===== config.mk =====
export PLATFORM = sky130hd
export DESIGN_NAME = alu_arbiter_ctrl
export DESIGN_NICKNAME = d
export VERILOG_FILES = /design/src/rtl/alu_arbiter_ctrl.sv
export SDC_FILE = /design/constraint.sdc
export NUM_CORES = 1
export LEC_CHECK = 0
export ABC_AREA = 1
export CORE_UTILIZATION = 41
export CTS_CLUSTER_SIZE = 40
export DETAILED_ROUTE_END_ITERATION = 8
export GPL_TIMING_DRIVEN = 0
export PLACE_DENSITY = 0.95
export SYNTH_ARGS = -nofsm -noshare
export SYNTH_HDL_FRONTEND = slang
export SYNTH_SLANG_ARGS = --single-unit

===== constraint.sdc =====
create_clock -name CLK -period 2.9 [get_ports CLK]
set_input_delay 0.435 -clock CLK [delete_from_list [all_inputs] [get_ports CLK]]
set_output_delay 0.435 -clock CLK [all_outputs]
set_load 0.005 [all_outputs]

===== src/rtl/alu_arbiter_ctrl.sv =====
// Two-requester front end for a registered ALU: arbitrates, issues operands, captures and holds results.
// Optional build macro ALU_CTRL_FIXED_PRIO_EN gives requester 0 fixed priority instead of round-robin.
module alu_arbiter_ctrl #(
  parameter int Op_Width = 16
) (
  input  logic                CLK,
  input  logic                RST,
  input  logic                req0_valid,
  input  logic [Op_Width-1:0] req0_a,
  input  logic [Op_Width-1:0] req0_b,
  input  logic [3:0]          req0_fun,
  output logic                req0_ready,
  input  logic                req1_valid,
  input  logic [Op_Width-1:0] req1_a,
  input  logic [Op_Width-1:0] req1_b,
  input  logic [3:0]          req1_fun,
  output logic                req1_ready,
  output logic                rsp0_valid,
  output logic [Op_Width-1:0] rsp0_result,
  output logic                rsp0_carry,
  input  logic                rsp0_ready,
  output logic                rsp1_valid,
  output logic [Op_Width-1:0] rsp1_result,
  output logic                rsp1_carry,
  input  logic                rsp1_ready,
  output logic [Op_Width-1:0] alu_a,
  output logic [Op_Width-1:0] alu_b,
  output logic [3:0]          alu_fun,
  input  logic [Op_Width-1:0] arith_out,
  input  logic [Op_Width-1:0] logic_out,
  input  logic [Op_Width-1:0] cmp_out,
  input  logic [Op_Width-1:0] shift_out,
  input  logic                carry_out,
  output logic                busy
);

  typedef enum logic [1:0] {IDLE, EXEC, CAPT, RESP} state_t;

  localparam logic [3:0] FUN_NOP = 4'b1000;

  state_t              r_state;
  state_t              w_state_nxt;
  logic                r_grant_id;
  logic                w_grant_en;
  logic                w_grant_id;
  logic                w_rsp_ack;
  logic [Op_Width-1:0] r_alu_a;
  logic [Op_Width-1:0] r_alu_b;
  logic [3:0]          r_alu_fun;
  logic                r_rsp0_valid;
  logic [Op_Width-1:0] r_rsp0_result;
  logic                r_rsp0_carry;
  logic                r_rsp1_valid;
  logic [Op_Width-1:0] r_rsp1_result;
  logic                r_rsp1_carry;
  logic [Op_Width-1:0] w_sel_result;
  logic                w_sel_carry;
`ifndef ALU_CTRL_FIXED_PRIO_EN
  logic                r_last_grant;
`endif

  function automatic logic [Op_Width-1:0] f_sel_result(
    input logic [1:0]          unit,
    input logic [Op_Width-1:0] ar,
    input logic [Op_Width-1:0] lo,
    input logic [Op_Width-1:0] cm,
    input logic [Op_Width-1:0] sh
  );
    case (unit)
      2'b00:   return ar;
      2'b01:   return lo;
      2'b10:   return cm;
      default: return sh;
    endcase
  endfunction

  // Only the arithmetic unit produces a meaningful carry.
  function automatic logic f_mask_carry(input logic [1:0] unit, input logic c);
    return (unit == 2'b00) && c;
  endfunction

  always_comb begin
    w_grant_en = (r_state == IDLE) && !RST && (req0_valid || req1_valid);
`ifdef ALU_CTRL_FIXED_PRIO_EN
    w_grant_id = !req0_valid;
`else
    w_grant_id = (req0_valid && req1_valid) ? !r_last_grant : !req0_valid;
`endif
    w_rsp_ack    = r_grant_id ? rsp1_ready : rsp0_ready;
    w_sel_result = f_sel_result(r_alu_fun[3:2], arith_out, logic_out, cmp_out, shift_out);
    w_sel_carry  = f_mask_carry(r_alu_fun[3:2], carry_out);
  end

  always_comb begin
    w_state_nxt = r_state;
    req0_ready  = 1'b0;
    req1_ready  = 1'b0;
    case (r_state)
      IDLE: begin
        if (w_grant_en) begin
          w_state_nxt = EXEC;
          req0_ready  = !w_grant_id;
          req1_ready  = w_grant_id;
        end
      end
      EXEC:    w_state_nxt = CAPT;
      CAPT:    w_state_nxt = RESP;
      RESP:    if (w_rsp_ack) w_state_nxt = IDLE;
      default: w_state_nxt = IDLE;
    endcase
  end

  always_ff @(posedge CLK) begin
    if (RST) r_state <= IDLE;
    else     r_state <= w_state_nxt;
  end

  always_ff @(posedge CLK) begin
    if (RST) begin
      r_grant_id    <= 1'b0;
`ifndef ALU_CTRL_FIXED_PRIO_EN
      r_last_grant  <= 1'b1;
`endif
      r_alu_a       <= '0;
      r_alu_b       <= '0;
      r_alu_fun     <= FUN_NOP;
      r_rsp0_valid  <= 1'b0;
      r_rsp0_result <= '0;
      r_rsp0_carry  <= 1'b0;
      r_rsp1_valid  <= 1'b0;
      r_rsp1_result <= '0;
      r_rsp1_carry  <= 1'b0;
    end else begin
      // Issue stage: latch the winner's command onto the ALU inputs.
      if (w_grant_en) begin
        r_grant_id   <= w_grant_id;
`ifndef ALU_CTRL_FIXED_PRIO_EN
        r_last_grant <= w_grant_id;
`endif
        r_alu_a      <= w_grant_id ? req1_a   : req0_a;
        r_alu_b      <= w_grant_id ? req1_b   : req0_b;
        r_alu_fun    <= w_grant_id ? req1_fun : req0_fun;
      end else if ((r_state == IDLE) || ((r_state == RESP) && w_rsp_ack)) begin
        r_alu_fun    <= FUN_NOP;
      end
      // Capture stage: only the granted requester's response registers move.
      if (r_state == CAPT) begin
        if (r_grant_id) begin
          r_rsp1_valid  <= 1'b1;
          r_rsp1_result <= w_sel_result;
          r_rsp1_carry  <= w_sel_carry;
        end else begin
          r_rsp0_valid  <= 1'b1;
          r_rsp0_result <= w_sel_result;
          r_rsp0_carry  <= w_sel_carry;
        end
      end
      // Response stage: hold until the owner consumes it.
      if ((r_state == RESP) && w_rsp_ack) begin
        if (r_grant_id) r_rsp1_valid <= 1'b0;
        else            r_rsp0_valid <= 1'b0;
      end
    end
  end

  assign alu_a       = r_alu_a;
  assign alu_b       = r_alu_b;
  assign alu_fun     = r_alu_fun;
  assign rsp0_valid  = r_rsp0_valid;
  assign rsp0_result = r_rsp0_result;
  assign rsp0_carry  = r_rsp0_carry;
  assign rsp1_valid  = r_rsp1_valid;
  assign rsp1_result = r_rsp1_result;
  assign rsp1_carry  = r_rsp1_carry;
  assign busy        = (r_state != IDLE);

endmodule


==> flow_summary_export.csv, run 1 <==
group,metric,value,unit
setup_path,timing.critical_path.from_type,"input port",
sta,timing.setup.tns,0,ns
drt,detail_route.vias_per_cell,5.29,
sta,final_critical_path_required_period,2.77,ns
setup_path,crit_cells,6,
die,dieWidth,97.1,um
sta,achievable_frequency,361,MHz
pwr,peakVddDrop,0.369,mV
hold_path,min_path_cells,2,
sta,grt_setup_unrepaired,"false",
final_layout,fraction_of_layout_cells_with_a_size_suffix_above_1,8.07,%
setup_path,critical_path_arrival,2.34,ns
die,initial_core_utilization,42.5,%
drt,ant_nets,0,
setup_path,worst_path_max_delay_cell,"sky130_fd_sc_hd__clkdlybuf4s50_1",
global_route,grt_antenna_before_repair,0,
logic_synthesis,number_of_synthesized_flops_with_an_enable_pin,0,
clocking,cts_max_path_bufs,2,
pwr,p_leak,2.53,nW
logic_synthesis,postSynthNetCount,694,
drt,post_drt_wl_per_cell,16.1,um
global_route,globalRouteOverflowTotal,0,
sta,finClkSkew,0.0128,ns
clocking,worst_setup_hold_path_clk_slew,0.08,ns
place,io_buffer_count,217,
logic_synthesis,yosys-top-cells-area,"sky130_fd_sc_hd__dfxtp_1 (41%), sky130_fd_sc_hd__nand2_1 (19%), sky130_fd_sc_hd__nand3_1 (10%)",
logic_synthesis,netlist_top_cells_count,"sky130_fd_sc_hd__nand2_1 (186), sky130_fd_sc_hd__dfxtp_1 (76), sky130_fd_sc_hd__nand3_1 (76)",
global_route,grt_max_degree,16,
global_route,grt_pass1_vias,4684,
setup_path,critical_path_required,2.47,ns
logic_synthesis,postSynthCellCount,548,
logic_synthesis,post_synth.cell_area_avg,6.76,um^2
clocking,cts_sinks,76,
pwr,p_per_area,653,nW/um^2
logic_synthesis,share_of_async_settable_or_async_resettable_flops_after_synthesis,0,%
logic_synthesis,synth-seq-area-share,41.1,%
setup_path,critical_path_peak_fanout,10,
global_route,grt_use_total,29.2,%
clocking,h-tree-depth,3,
die,top_level_ports,218,
die,die_height,97.1,um
setup_path,largest_incremental_delay_on_the_critical_path,0.53,ns
sta,report.final.hold_viol_count,0,
outcome,status,"finished clean",
place,placement_setup_slack,0.140,ns
sta,setup_viol,0,
clocking,cts-root-buf,"sky130_fd_sc_hd__clkbuf_8",
setup_path,timing.critical_path.mode_cell,"sky130_fd_sc_hd__clkdlybuf4s50_1",
setup_path,r2r.worst_path.cells,7,
setup_path,start_to_end_type_of_the_worst_setup_path,"input port to output port",
die,design.core.area,8720,um^2
die,overall_die_area,9420,um^2
setup_path,timing.critical_path.to_type,"output port",
clocking,tritoncts.num_buffers,9,
place,place_hpwl,11200,um
job,drv_cap,0,
drt,drt_wl_total,14300,um
drt,first_iter_violations,195,
logic_synthesis,netlist_area,3700,um^2
drt,first_pass_iteration_count_of_the_detailed_router,4,
final_layout,fin_nets,922,
clocking,cts_tree,"yes",
logic_synthesis,number_of_synthesized_register_bits,76,
sta,worst_pin_slew,0.544,ns
final_layout,finalNonFillerCells,889,
sta,finalMaxSlewViolations,0,
logic_synthesis,yosys_warnings,0,
logic_synthesis,post-synth-top-count-cell,"sky130_fd_sc_hd__nand2_1",
place,routabilityCongestion,0.859,
logic_synthesis,yosysUniqueCellTypes,23,
logic_synthesis,synth_top_flop_cell,"sky130_fd_sc_hd__dfxtp_1",
global_route,grt_pass1_wl,22100,um
sta,setup_slack,0.129,ns
die,placementRows,34,
logic_synthesis,synth_largest_type_area_fraction,41.1,%
pwr,overall_power,4.06,mW
drt,residual_drc,0,
final_layout,synthToLayoutAreaGrowth,67.9,%
setup_path,crit_path_cell_trace,"clkdlybuf4s50_1 -> nor2_2 -> nor3_4 -> nand2_1 -> inv_1 -> clkdlybuf4s50_1",
place,place_inst,873,
sta,final_critical_path_share_of_the_clock_period,95.6,%
setup_path,path_delay_family,"buffers and inverters",
place,post_dp_cell_area,6010,um^2
sta,timing.max_slew.rel_slack,63.7,%
final_layout,final_area,6220,um^2
clocking,clk-insertion-delay-late,0.35,ns
setup_path,cp.buffers_inverters,3,
logic_synthesis,synth_top_area_cell,"sky130_fd_sc_hd__dfxtp_1",
final_layout,num_antenna_cells,0,
hold_path,min-delay-path-class,"flip-flop to flip-flop",
drt,via_count,4700,
==> through the flow <==
step	hold WS (ns)	util [%]
global placement	0.450	68.9
floorplan	0.461	-
finish	0.469	71.3
CTS	0.470	71.3
detailed placement	0.457	68.9
global route	0.491	71.3
==> where the power goes <==
part           total, mW  internal [mW]  leakage [nW]  switching [mW]
clock network      0.839          0.410        0.0973           0.429
registers           1.39           1.26         0.620           0.131
logic               1.84          0.869          1.82           0.967
total               4.06           2.54          2.53            1.53
==> final cells by class <==
type,count,area [um^2]
Fill cell,703,2500
Timing Repair Buffer,217,2170
Multi-Input combinational cell,420,1930
Sequential cell,76,1520
Buffer,39,206
Tap cell,108,135
Clock buffer,9,124
Clock inverter,7,80.1
Inverter,13,48.8
==> cell usage in the layout, fill, tap and decap left out, types with 2 or more instances in the layout <==
| cell type | Yosys | layout |
|---|---|---|
| sky130_fd_sc_hd__clkbuf_8 | 0 | 9 |
| sky130_fd_sc_hd__ha_1 | 3 | 3 |
| sky130_fd_sc_hd__nor2_2 | 2 | 3 |
| sky130_fd_sc_hd__nand2_1 | 186 | 185 |
| sky130_fd_sc_hd__nor2_1 | 8 | 7 |
| sky130_fd_sc_hd__clkinvlp_4 | 0 | 2 |
| sky130_fd_sc_hd__clkbuf_1 | 15 | 15 |
| sky130_fd_sc_hd__buf_6 | 3 | 3 |
| sky130_fd_sc_hd__dfxtp_1 | 76 | 76 |
| sky130_fd_sc_hd__or2_2 | 16 | 16 |
| sky130_fd_sc_hd__o21ai_0 | 52 | 52 |
| sky130_fd_sc_hd__inv_6 | 0 | 4 |
| sky130_fd_sc_hd__buf_4 | 5 | 5 |
| sky130_fd_sc_hd__inv_1 | 11 | 11 |
| sky130_fd_sc_hd__nand3_1 | 76 | 76 |
| sky130_fd_sc_hd__a21oi_1 | 71 | 71 |
| sky130_fd_sc_hd__nand2_2 | 1 | 2 |
| sky130_fd_sc_hd__clkdlybuf4s50_1 | 0 | 217 |
| sky130_fd_sc_hd__buf_2 | 15 | 15 |
==> routing by layer <==
metal,share of wire [%],track usage [%],vias to the layer above
met3,9.7,9.35,36
met2,51,55.1,256
met4,3.2,12.1,0
met5,0,0,-
li1,-,-,2270
met1,36,29.2,2138
==> worst paths after layout <==
kind / start / endpoint / slack [ns]
setup / recovery: req1_valid / req1_ready / 0.13
hold reg to reg: alu_b[4] / alu_b[4] / 0.47
hold / removal: alu_b[4] / alu_b[4] / 0.47
setup reg to reg: r_state[0] / rsp0_result[1] / 1.16
==> state kept, by name (all words and copies together) (netlist names), named ones only <==
register / flops
alu_a: 16
alu_b: 16
rsp0_result: 16
rsp1_result: 16
alu_fun: 4
r_state: 2
r_grant_id: 1
r_last_grant: 1
rsp0_carry: 1
rsp1_carry: 1
==> worst register-to-register path: cells and delay by family, from the launching register on <==
family,cells,cell delay [ns]
AOI/OAI and AO/OA,2,0.37
and+or+nand+nor,1,0.23
DFF,1,0.33
adders and majority gates,1,0.17
buffers and inverters,3,0.55
==> cells by family after synthesis <==
group	synth area share (%)
and+or+nand+nor	33.9
AOI/OAI and AO/OA	17.2
DFF	41.1
buffers and inverters	6.89
adders and majority gates	1.01
==> repair_timing <==
action	in CTS	in global routing
endpoints found under the setup margin	0	2
setup buffers	0	0
hold buffers	0	0
resized for setup	0	2
(Power assumes the default switching activity.)
==> run 2, diff against run 1 <==
--- a/config.mk
+++ b/config.mk
@@ -6,7 +6,10 @@
 export NUM_CORES = 1
 export LEC_CHECK = 0
 export ABC_AREA = 1
-export CORE_UTILIZATION = 41
+export CELL_PAD_IN_SITES_DETAIL_PLACEMENT = 0
+export CELL_PAD_IN_SITES_GLOBAL_PLACEMENT = 1
+export CORE_UTILIZATION = 27
+export CTS_CLUSTER_DIAMETER = 30
 export CTS_CLUSTER_SIZE = 40
 export DETAILED_ROUTE_END_ITERATION = 8
 export GPL_TIMING_DRIVEN = 0
==> run 2 against run 1 <==
Compared with the run above: critical path depth is 1 higher; sequential share of layout area is 0.89 points lower; combinational power hardly changed; critical path type unchanged; total power is 10% higher; first-iteration DRC count is 25% lower; fmax is 4.2% higher; routed wire length is 2.8% lower; non-clock buffer count is 2 higher; global-route usage is 10 points lower; register-to-register slack better by 0.05 ns; final area is 3.8% higher.
==> flow_summary_export.csv, run 2 (synthesized netlist as in run 1, its figures left out) <==
group,metric,value,unit
place,routabilityCongestion,0.829,
final_layout,fraction_of_layout_cells_with_a_size_suffix_above_1,8.05,%
clocking,worst_setup_hold_path_clk_slew,0.06,ns
die,placementRows,42,
hold_path,hp-start,"alu_a[7]",
final_layout,mostFrequentLayoutCell,"sky130_fd_sc_hd__clkdlybuf4s50_1",
clocking,cts_tree,"yes",
global_route,globalRouteOverflowTotal,0,
final_layout,postLayoutCoreUtil,48.6,%
hold_path,min-delay-path-class,"flip-flop to flip-flop",
die,dieWidth,119,um
final_layout,final_area,6460,um^2
final_layout,synthToLayoutAreaGrowth,74.3,%
setup_path,critical_path_peak_fanout,10,
drt,drt_wl_total,13900,um
final_layout,num_antenna_cells,0,
drt,via_count,4481,
sta,finClkSkew,0.00667,ns
clocking,tritoncts.num_buffers,9,
die,top_level_ports,218,
global_route,grt_antenna_before_repair,0,
drt,first_pass_iteration_count_of_the_detailed_router,5,
sta,timing.max_slew.rel_slack,63.0,%
global_route,grt_use_total,19.2,%
job,drv_cap,0,
final_layout,fin_nets,924,
sta,finalMaxSlewViolations,0,
die,initial_core_utilization,27.9,%
place,place_hpwl,10900,um
die,die_height,119,um
clocking,clk-insertion-delay-late,0.33,ns
sta,worst_pin_slew,0.555,ns
global_route,grt_max_degree,14,
outcome,status,"finished clean",
sta,report.final.hold_viol_count,0,
setup_path,start_to_end_type_of_the_worst_setup_path,"input port to output port",
setup_path,critical_path.reg2reg.endpoint,"rsp0_result[2]",
setup_path,timing.critical_path.from_type,"input port",
hold_path,min_path_cells,2,
drt,ant_nets,0,
sta,setup_viol,0,
setup_path,r2r.worst_path.cells,7,
sta,final_critical_path_required_period,2.66,ns
sta,achievable_frequency,376,MHz
global_route,grt_pass1_vias,4229,
clocking,cts-root-buf,"sky130_fd_sc_hd__clkbuf_16",
drt,post_drt_wl_per_cell,14.5,um
hold_path,hold-path-endpoint,"alu_a[7]",
setup_path,regToRegSetupSlack,1.21,ns
setup_path,timing.critical_path.to_type,"output port",
sta,grt_setup_unrepaired,"false",
global_route,grt_pass1_wl,21300,um
die,design.core.area,13300,um^2
pwr,p_per_area,693,nW/um^2
final_layout,mostFrequentLayoutCells,"sky130_fd_sc_hd__clkdlybuf4s50_1 (217), sky130_fd_sc_hd__nand2_1 (185), sky130_fd_sc_hd__nand3_1 (76), sky130_fd_sc_hd__dfxtp_1 (76), sky130_fd_sc_hd__a21oi_1 (71)",
setup_path,critical_path_arrival,2.22,ns
sta,timing.setup.tns,0,ns
pwr,p_leak,2.61,nW
setup_path,timing.rr.start,"r_state[0]",
place,post_dp_cell_area,6100,um^2
drt,residual_drc,0,
place,io_buffer_count,217,
pwr,peakVddDrop,0.229,mV
setup_path,critical_path_required,2.47,ns
clocking,cts_max_path_bufs,2,
drt,detail_route.vias_per_cell,4.67,
clocking,h-tree-depth,3,
drt,first_iter_violations,146,
clocking,cts_sinks,76,
sta,final_critical_path_share_of_the_clock_period,91.7,%
die,overall_die_area,14200,um^2
run 2: cell type report:
type / count / area, um^2
tap: 176 / 220
multi-input combinational: 420 / 1930
fill: 1339 / 6840
clock buffer: 10 / 229
timing repair buffer: 219 / 2190
sequential: 76 / 1520
clock inverter: 6 / 113
inverter: 13 / 48.8
buffer: 39 / 206
run 2: where the power goes:
group          leakage, nW  switching, mW  total (mW)  internal [mW]
clock network        0.167          0.430        1.27          0.842
registers            0.620          0.121        1.38           1.26
logic                 1.83          0.947        1.82          0.877
run 2: worst max path at each step:
stage / from / to
after global placement: req1_valid / req1_ready
after CTS: r_state[0] / req1_ready
after floorplan: r_state[0] / req0_ready
final: req1_valid / req0_ready
after detailed placement: req1_valid / req1_ready
after global routing: r_state[1] / req0_ready
run 2: timing repair:
item | CTS | global route
hold buffers | 0 | 0
hold endpoints to repair | 0 | 0
resized for setup | 0 | 1
buffers inserted | 0 | 2
endpoints found under the setup margin | 0 | 2
run 2: routing by layer:
metal  GRT usage [%]  up-vias  routed length (um)
met5               0        -                   0
met4            8.62        0                 357
met3            4.84       25                1200
met2            33.2      199                6430
met1            22.2     1980                5890
li1                -     2277                   -
run 2: per-stage QoR:
| stage | setup slack [ns] | std cells | hold WS, ns | power (mW) |
|---|---|---|---|---|
| after floorplan | 1.26 | 548 | 0.461 | 2.29 |
| after global placement | 0.0942 | 941 | 0.451 | 3.22 |
| after detailed placement | 0.136 | 941 | 0.455 | 3.23 |
| after CTS | 0.0564 | 957 | 0.464 | 4.53 |
| after global routing | 0.0633 | 959 | 0.481 | 4.78 |
| final | 0.241 | 959 | 0.464 | 4.48 |
run 2: worst max-delay path, cell delays in order:
cell and delay (ns):
sky130_fd_sc_hd__clkdlybuf4s50_1 0.52, sky130_fd_sc_hd__nor2_2 0.09, sky130_fd_sc_hd__nor2_1 0.19, sky130_fd_sc_hd__nand2_2 0.16, sky130_fd_sc_hd__buf_2 0.23, sky130_fd_sc_hd__nor2_1 0.10
sky130_fd_sc_hd__clkdlybuf4s50_1 0.50
